### src/rtl/regs_wr_arbiter.sv
// Round-robin write-port arbiter for the 4x8 register bank.
// Source A is the ALU writeback path and source B is the memory-load path.
// The grant is registered, so the bank sees one clean wr_en cycle per grant.
module regs_wr_arbiter #(
  parameter int unsigned DATA_W = 8,
  parameter int unsigned ADDR_W = 2
) (
  input  logic              clock,
  input  logic              reset_n,
  input  logic              flush,
  input  logic              req_a,
  input  logic [ADDR_W-1:0] addr_a,
  input  logic [DATA_W-1:0] data_a,
  input  logic              req_b,
  input  logic [ADDR_W-1:0] addr_b,
  input  logic [DATA_W-1:0] data_b,
  output logic              gnt_a,
  output logic              gnt_b,
  output logic              stall_a,
  output logic              stall_b,
  output logic              wr_en,
  output logic [ADDR_W-1:0] wr_addr,
  output logic [DATA_W-1:0] wr_data
);

  typedef enum logic [1:0] {StIdle, StWrA, StWrB} state_e;

  state_e            state_q, state_d;
  logic              rr_ptr_q, rr_ptr_d;  // 0: A wins a tie, 1: B wins a tie
  logic [ADDR_W-1:0] wr_addr_q, wr_addr_d;
  logic [DATA_W-1:0] wr_data_q, wr_data_d;
  logic              elig_a, elig_b;

  // State and captured write registers; async reset clears any in-flight write.
  always_ff @(posedge clock or negedge reset_n) begin
    if (!reset_n) begin
      state_q   <= StIdle;
      rr_ptr_q  <= 1'b0;
      wr_addr_q <= '0;
      wr_data_q <= '0;
    end else begin
      state_q   <= state_d;
      rr_ptr_q  <= rr_ptr_d;
      wr_addr_q <= wr_addr_d;
      wr_data_q <= wr_data_d;
    end
  end

  // Next-state: pick the next source, capture its operands, rotate priority.
  always_comb begin
    state_d   = StIdle;
    rr_ptr_d  = rr_ptr_q;
    wr_addr_d = wr_addr_q;
    wr_data_d = wr_data_q;
    // A source being granted now drops its request next cycle, so mask it.
    elig_a    = req_a & ~gnt_a;
    elig_b    = req_b & ~gnt_b;

    if (!flush) begin
      if (elig_a && elig_b) begin
        state_d = rr_ptr_q ? StWrB : StWrA;
      end else if (elig_a) begin
        state_d = StWrA;
      end else if (elig_b) begin
        state_d = StWrB;
      end
    end

    case (state_d)
      StWrA: begin
        wr_addr_d = addr_a;
        wr_data_d = data_a;
        rr_ptr_d  = 1'b1;
      end
      StWrB: begin
        wr_addr_d = addr_b;
        wr_data_d = data_b;
        rr_ptr_d  = 1'b0;
      end
      default: ;
    endcase
  end

  // Outputs: grants decode the state register; stalls combine live requests.
  always_comb begin
    gnt_a   = (state_q == StWrA);
    gnt_b   = (state_q == StWrB);
    wr_en   = gnt_a | gnt_b;
    wr_addr = wr_addr_q;
    wr_data = wr_data_q;
    stall_a = req_a & ~gnt_a;
    stall_b = req_b & ~gnt_b;
  end

endmodule
### config.mk
export PLATFORM = sky130hd
export DESIGN_NAME = regs_wr_arbiter
export DESIGN_NICKNAME = d
export VERILOG_FILES = /design/src/rtl/regs_wr_arbiter.sv
export SDC_FILE = /design/constraint.sdc
export NUM_CORES = 1
export LEC_CHECK = 0
export CAP_MARGIN = 30
export CORE_MARGIN = 2
export CORE_UTILIZATION = 33
export CTS_CLUSTER_DIAMETER = 120
export DETAILED_ROUTE_END_ITERATION = 6
export PLACE_DENSITY = 0.84
export SLEW_MARGIN = 10
export SYNTH_ARGS = -nofsm -noshare
export SYNTH_HDL_FRONTEND = slang
export SYNTH_SLANG_ARGS = --single-unit
export TNS_END_PERCENT = 5
### constraint.sdc
create_clock -name clock -period 1.83 [get_ports clock]
set_input_delay 0.4575 -clock clock [delete_from_list [all_inputs] [get_ports clock]]
set_output_delay 0.4575 -clock clock [all_outputs]
set_load 0.1 [all_outputs]
== After elaboration in Yosys (flattened, before gate mapping) ==
Cells that the tools add are included.

* Flip-flop bits (word level): 13
* Bits of input ports: 25
* Output and inout port bits: 15
* Word-level logic and storage cells: 23

* Equality and inequality tests: 4
* Mux-type cells: 8
* Bitwise operators: 5
* Reductions and logical operators: 2

{| class="wikitable"
|+ Operators by type and width
! kind !! number
|-
| case mux 8 bit (2 select lines) || 1
|-
| 2-to-1 mux 2 bit || 5
|-
| equality test 2 x 1 -> 1 bit (second input constant) || 2
|-
| equality test 2 bit (second input constant) || 2
|-
| case mux 2 bit (2 select lines) || 1
|-
| AND 1 bit || 2
|-
| NOT 1 bit || 2
|-
| case mux 1 bit (2 select lines) || 1
|-
| nonzero test 2 bit || 1
|-
| logical AND 1 bit || 1
|-
| bitwise OR 1 bit || 1
|}

== Logic depth before layout (Yosys ltp) ==
* Depth in word-level cells: 9
* Gate-level depth with buffers: 9
* Gate-level depth less buffers: 8

== Least setup slack after synthesis ==
Ideal clock, no wire load.

* Kind: flip-flop to flip-flop
* Start point: reg state_q[0]
* End point: reg wr_addr_q[0], in the netlist wr_addr[0]
* Setup time: 135 ps
* Data arrival time: 3378 ps
* Data required time: 1695 ps
* Slack: -1683 ps
* Stages on the path, launching flop included: 9
* Path buffers: 1
* Period minus slack after synthesis: 3513 ps
* Cell sequence: dfrtp_1 -> inv_1 -> ha_1 -> nor2b_1 -> a211o_1 -> ha_1 -> buf_2 -> nand2_1 -> o21ai_0

* Longest elaborated chain between the ends: 9
* Elaborated cells between the ends (all ways): 15
* Classes of those cells: eq/ne: 4; mux: 5; bitwise: 4; reduce/logical: 2

{| class="wikitable"
|+ Ends and longest elaborated chain
! element !! line !! RTL
|-
| start: declaration || 28 || <nowiki>state_e state_q, state_d;</nowiki>
|-
| start signal: assignment || 37 || <nowiki>state_q <= StIdle;</nowiki>
|-
| start signal: assignment || 42 || <nowiki>state_q <= state_d;</nowiki>
|-
| equality test 2 bit * || 87 || <nowiki>gnt_b = (state_q == StWrB);</nowiki>
|-
| net gnt_b || 18 || <nowiki>output logic gnt_b,</nowiki>
|-
| NOT 1 bit * || - ||
|-
| AND 1 bit * || - ||
|-
| net stall_b || 20 || <nowiki>output logic stall_b,</nowiki>
|-
| 2-to-1 mux 2 bit || 64 || <nowiki>end else if (elig_b) begin</nowiki>
|-
| 2-to-1 mux 2 bit || 62 || <nowiki>end else if (elig_a) begin</nowiki>
|-
| 2-to-1 mux 2 bit * || 60 || <nowiki>if (elig_a && elig_b) begin</nowiki>
|-
| 2-to-1 mux 2 bit * || 59 || <nowiki>if (!flush) begin</nowiki>
|-
| equality test 2 bit or equality test 2 x 1 -> 1 bit (tied branches) || 69 || <nowiki>case (state_d)</nowiki>
|-
| case mux 2 bit (2 select lines) or nonzero test 2 bit (tied branches) || - ||
|-
| end signal: assignment || 44 || <nowiki>wr_addr_q <= wr_addr_d;</nowiki>
|-
| end: declaration || 30 || <nowiki>logic [ADDR_W-1:0] wr_addr_q, wr_addr_d;</nowiki>
|}

The timed path passes the listed nets; every way through them passes the cells marked *.
A chain may end at the register's enable or synchronous reset.

== Worst setup path after layout ==
* Start point: reg state_q[1]
* End point: reg wr_data_q[3], in the netlist wr_data[3]

* Longest elaborated chain between the ends: 9
* Elaborated cells between the ends (all ways): 15
* Classes of those cells: eq/ne: 4; mux: 5; bitwise: 4; reduce/logical: 2

{| class="wikitable"
|+ Ends and longest elaborated chain
! element !! line !! RTL
|-
| equality test 2 bit || 87 ||
|-
| NOT 1 bit || 57 || <nowiki>elig_b = req_b & ~gnt_b;</nowiki>
|-
| AND 1 bit || 57 ||
|-
| 2-to-1 mux 2 bit || 64 ||
|-
| 2-to-1 mux 2 bit || 62 ||
|-
| 2-to-1 mux 2 bit * || 60 ||
|-
| 2-to-1 mux 2 bit * || 59 ||
|-
| net state_d[1] || 28 ||
|-
| equality test 2 bit or equality test 2 x 1 -> 1 bit (tied branches) || 69 ||
|-
| case mux 8 bit (2 select lines) or nonzero test 2 bit (tied branches) || - ||
|-
| end signal: assignment || 45 || <nowiki>wr_data_q <= wr_data_d;</nowiki>
|-
| end: declaration || 31 || <nowiki>logic [DATA_W-1:0] wr_data_q, wr_data_d;</nowiki>
|}

Marks and branches as above.

==> load_flow_metrics.sql <==
INSERT INTO impl_metrics (metric_group, metric, value, unit) VALUES
('timing', 'max_freq', '0.507', 'GHz'),
('synthesis', 'syn-cell-area', '682', 'um^2'),
('global_route', 'first_global_vias', '703', ''),
('detailed_routing', 'first_pass_iters', '4', ''),
('synthesis', 'synth_enable_flop_cells', '0', ''),
('cts', 'cts_inserted_buffers', '3', ''),
('cts', 'clock_pin_slew_reported_for_the_worst_setup_and_hold_paths_after_clock_tree_synthesis', '80', 'ps'),
('cts', 'cts_sinks', '13', ''),
('cells_and_area', 'area_growth', '103', '%'),
('place', 'place.detailed.hpwl', '1430', 'um'),
('setup_path', 'worst-endpoint-arrival', '2140', 'ps'),
('cells_and_area', 'num_antenna_cells', '0', ''),
('detailed_routing', 'detail_route.drc_violations', '0', ''),
('synthesis', 'yosysWarningCount', '0', ''),
('pwr', 'p_per_area', '1340', 'nW/um^2'),
('floorplanning', 'fp.dieH', '49.5', 'um'),
('global_route', 'use_met2', '30.6', '%'),
('timing', 'layout_min_cycle_time', '1970', 'ps'),
('cells_and_area', 'layout_cells_sized_above_1', '31.8', '%'),
('synthesis', 'synth_area_per_cell', '11.0', 'um^2'),
('setup_path', 'critical_path.startpoint_type', 'register', ''),
('cts', 'post_cts_buffers', '0', ''),
('setup_path', 'critical_path_buf_inv_count', '3', ''),
('cts', 'clkLatencyLatePin', '270', 'ps'),
('outcome', 'failed_checks', 'negative setup slack', ''),
('floorplanning', 'initial_core_util', '34.8', '%'),
('job', 'maxCapViolations', '0', ''),
('place', 'gp_congestion', '0.694', ''),
('cells_and_area', 'final_net_count', '140', ''),
('cells_and_area', 'layout.area.seq', '325', 'um^2'),
('cts', 'clock_tree.root_cell', 'sky130_fd_sc_hd__clkbuf_4', ''),
('setup_path', 'slowest_stage', 'sky130_fd_sc_hd__dfrtp_1', ''),
('setup_path', 'cp_cell_sequence', 'inv_2, ha_4, nand2b_4, inv_12, a2111oi_4, ha_2, buf_12, mux2i_1, o21ai_1', ''),
('floorplanning', 'die_area', '2450', 'um^2'),
('global_route', 'global_route_usage_over_all_layers', '16.0', '%'),
('synthesis', 'seq_total_area_yosys', '47.7', '%'),
('synthesis', 'yosys_register_bits', '13', ''),
('timing', 'timing.final.hold_violations', '0', ''),
('detailed_routing', 'totalWireLength', '1690', 'um'),
('synthesis', 'synth_area_leader_cell', 'sky130_fd_sc_hd__dfrtp_1', ''),
('global_route', 'global_route.overflow_total', '0', ''),
('cells_and_area', 'area_used_by_multi_input_combinational_logic', '347', 'um^2'),
('synthesis', 'synth_top_flop_cell', 'sky130_fd_sc_hd__dfrtp_1', ''),
('timing', 'tightestPinTransition', '594', 'ps'),
('cts', 'cts_tree', 'done', ''),
('cts', 'cts.path.max_buffers', '2', ''),
('setup_path', 'timing_worst_setup_path_type', 'register to register', ''),
('setup_path', 'cp_top_family', 'compound AO/OA/AOI/OAI gates', ''),
('synthesis', 'syn-instance-count', '62', ''),
('timing', 'layout_setup_ws', '-144', 'ps'),
('outcome', 'outcome', 'finished with violations', ''),
('synthesis', 'synthTopCellsByArea', 'sky130_fd_sc_hd__dfrtp_1 48%, sky130_fd_sc_hd__mux2i_1 16%, sky130_fd_sc_hd__ha_1 7.3%, sky130_fd_sc_hd__nand2_1 5.5%, sky130_fd_sc_hd__o21ai_0 4.4%', ''),
('setup_path', 'critical_path_required', '1990', 'ps'),
('synthesis', 'async_reset_ff_share', '100', '%'),
('place', 'port_buffers', '39', ''),
('timing', 'rsz0062_at_grt', 'yes', ''),
('synthesis', 'post-synth-top-count-cell', 'sky130_fd_sc_hd__dfrtp_1', ''),
('setup_path', 'endpoint_kind', 'register', ''),
('setup_path', 'crit_path_max_incr_delay', '390', 'ps'),
('detailed_routing', 'remaining_antenna_violation_count_after_routing', '0', ''),
('synthesis', 'synth_cell_type_count', '16', ''),
('global_route', 'global_route.peak_usage_layer', 'met2', ''),
('floorplanning', 'num_rows', '16', ''),
('synthesis', 'synth_top_area_share', '47.7', '%'),
('timing', 'setup_total_negative_slack', '-1130', 'ps'),
('timing', 'clock-skew-final', '0.448', 'ps'),
('detailed_routing', 'route.vias.total', '623', ''),
('timing', 'worst_slew_margin_rel', '60.3', '%'),
('pwr', 'p_leak', '0.605', 'nW'),
('timing', 'setup_viol', '13', ''),
('pwr', 'p_total', '1.86', 'mW');
-- state kept, by name (all words and copies together), names as in the netlist --
register,count
wr_addr,2
rr_ptr_q,1
wr_data,8
state_q,2
-- through the flow --
step	instances	utilization, %	hold WS (ps)	cell area (um^2)
finish	137	70.7	488	1390
global route	137	70.7	512	1390
CTS	137	70.7	494	1390
detailed placement	133	68.9	479	1350
global placement	133	68.9	482	1350
floorplan	62	-	162	732
-- layer usage --
metal | routed length (um) | vias up
met5 | 0 | -
met4 | 15 | 0
met3 | 139 | 2
met2 | 923 | 31
met1 | 615 | 285
li1 | - | 305
-- power by group --
part	internal, mW	switching [mW]
clock	0.0845	0.0916
sequential	0.366	0.0891
combinational	0.457	0.768
total	0.908	0.948
-- worst register-to-register path, cell delays in order (launching register included) --
cell and delay, ps:
sky130_fd_sc_hd__dfrtp_1 390, sky130_fd_sc_hd__inv_2 70, sky130_fd_sc_hd__ha_4 120, sky130_fd_sc_hd__nand2b_4 170, sky130_fd_sc_hd__inv_12 40, sky130_fd_sc_hd__a2111oi_4 360, sky130_fd_sc_hd__ha_2 270, sky130_fd_sc_hd__buf_12 150
sky130_fd_sc_hd__mux2i_1 210, sky130_fd_sc_hd__o21ai_1 80
-- cell type report --
type                            instances  area share, %
Timing Repair Buffer                   47           44.7
Multi-Input combinational cell         40           25.0
Sequential cell                        13           23.5
Inverter                                6           2.53
Tap cell                               27           2.44
Clock buffer                            4           1.90
-- cells in the final DEF, fill, tap and decap left out, types with 2 or more instances in the layout --
cell type and instances:
sky130_fd_sc_hd__buf_12 16, sky130_fd_sc_hd__mux2i_1 11, sky130_fd_sc_hd__dfrtp_1 13, sky130_fd_sc_hd__o21ai_1 9
sky130_fd_sc_hd__inv_1 3, sky130_fd_sc_hd__clkdlybuf4s50_1 23, sky130_fd_sc_hd__clkbuf_4 3, sky130_fd_sc_hd__inv_2 2
sky130_fd_sc_hd__ha_4 2, sky130_fd_sc_hd__nand2_1 10, sky130_fd_sc_hd__buf_4 5, sky130_fd_sc_hd__buf_6 2
-- cells by family after synthesis --
kind of cell	after synthesis	share of synthesized area (%)
AO/OA/AOI/OAI	13	13.8
adder cells (fa/ha/maj)	4	7.34
buffers and inverters	9	6.61
flip-flops	13	47.7
multiplexers	11	16.1
AND/OR/NAND/NOR	12	8.44
-- path summary, 6_finish.rpt --
check                                      from                endpoint  slack, ps  cells after the start
setup / recovery           state_q[1]$_DFF_PN0_  wr_data[3]$_DFFE_PN0P_       -140                      9
hold reg to reg            rr_ptr_q$_DFFE_PN0P_    state_q[0]$_DFF_PN0_        490                      1
hold / removal             rr_ptr_q$_DFFE_PN0P_    state_q[0]$_DFF_PN0_        490                      1
setup reg to reg           state_q[1]$_DFF_PN0_  wr_data[3]$_DFFE_PN0P_       -140                      9
min in group asynchronous               reset_n  wr_data[7]$_DFFE_PN0P_        560                      1
max in group asynchronous               reset_n  wr_addr[1]$_DFFE_PN0P_        890                      1
-- timing repair --
item                                    in CTS  in global routing
pin swaps                                    2                  1
endpoints found under the setup margin      13                 13
gates cloned                                 0                  0
resized for setup                            6                  3
No activity file was read; power rests on OpenSTA's default activity.
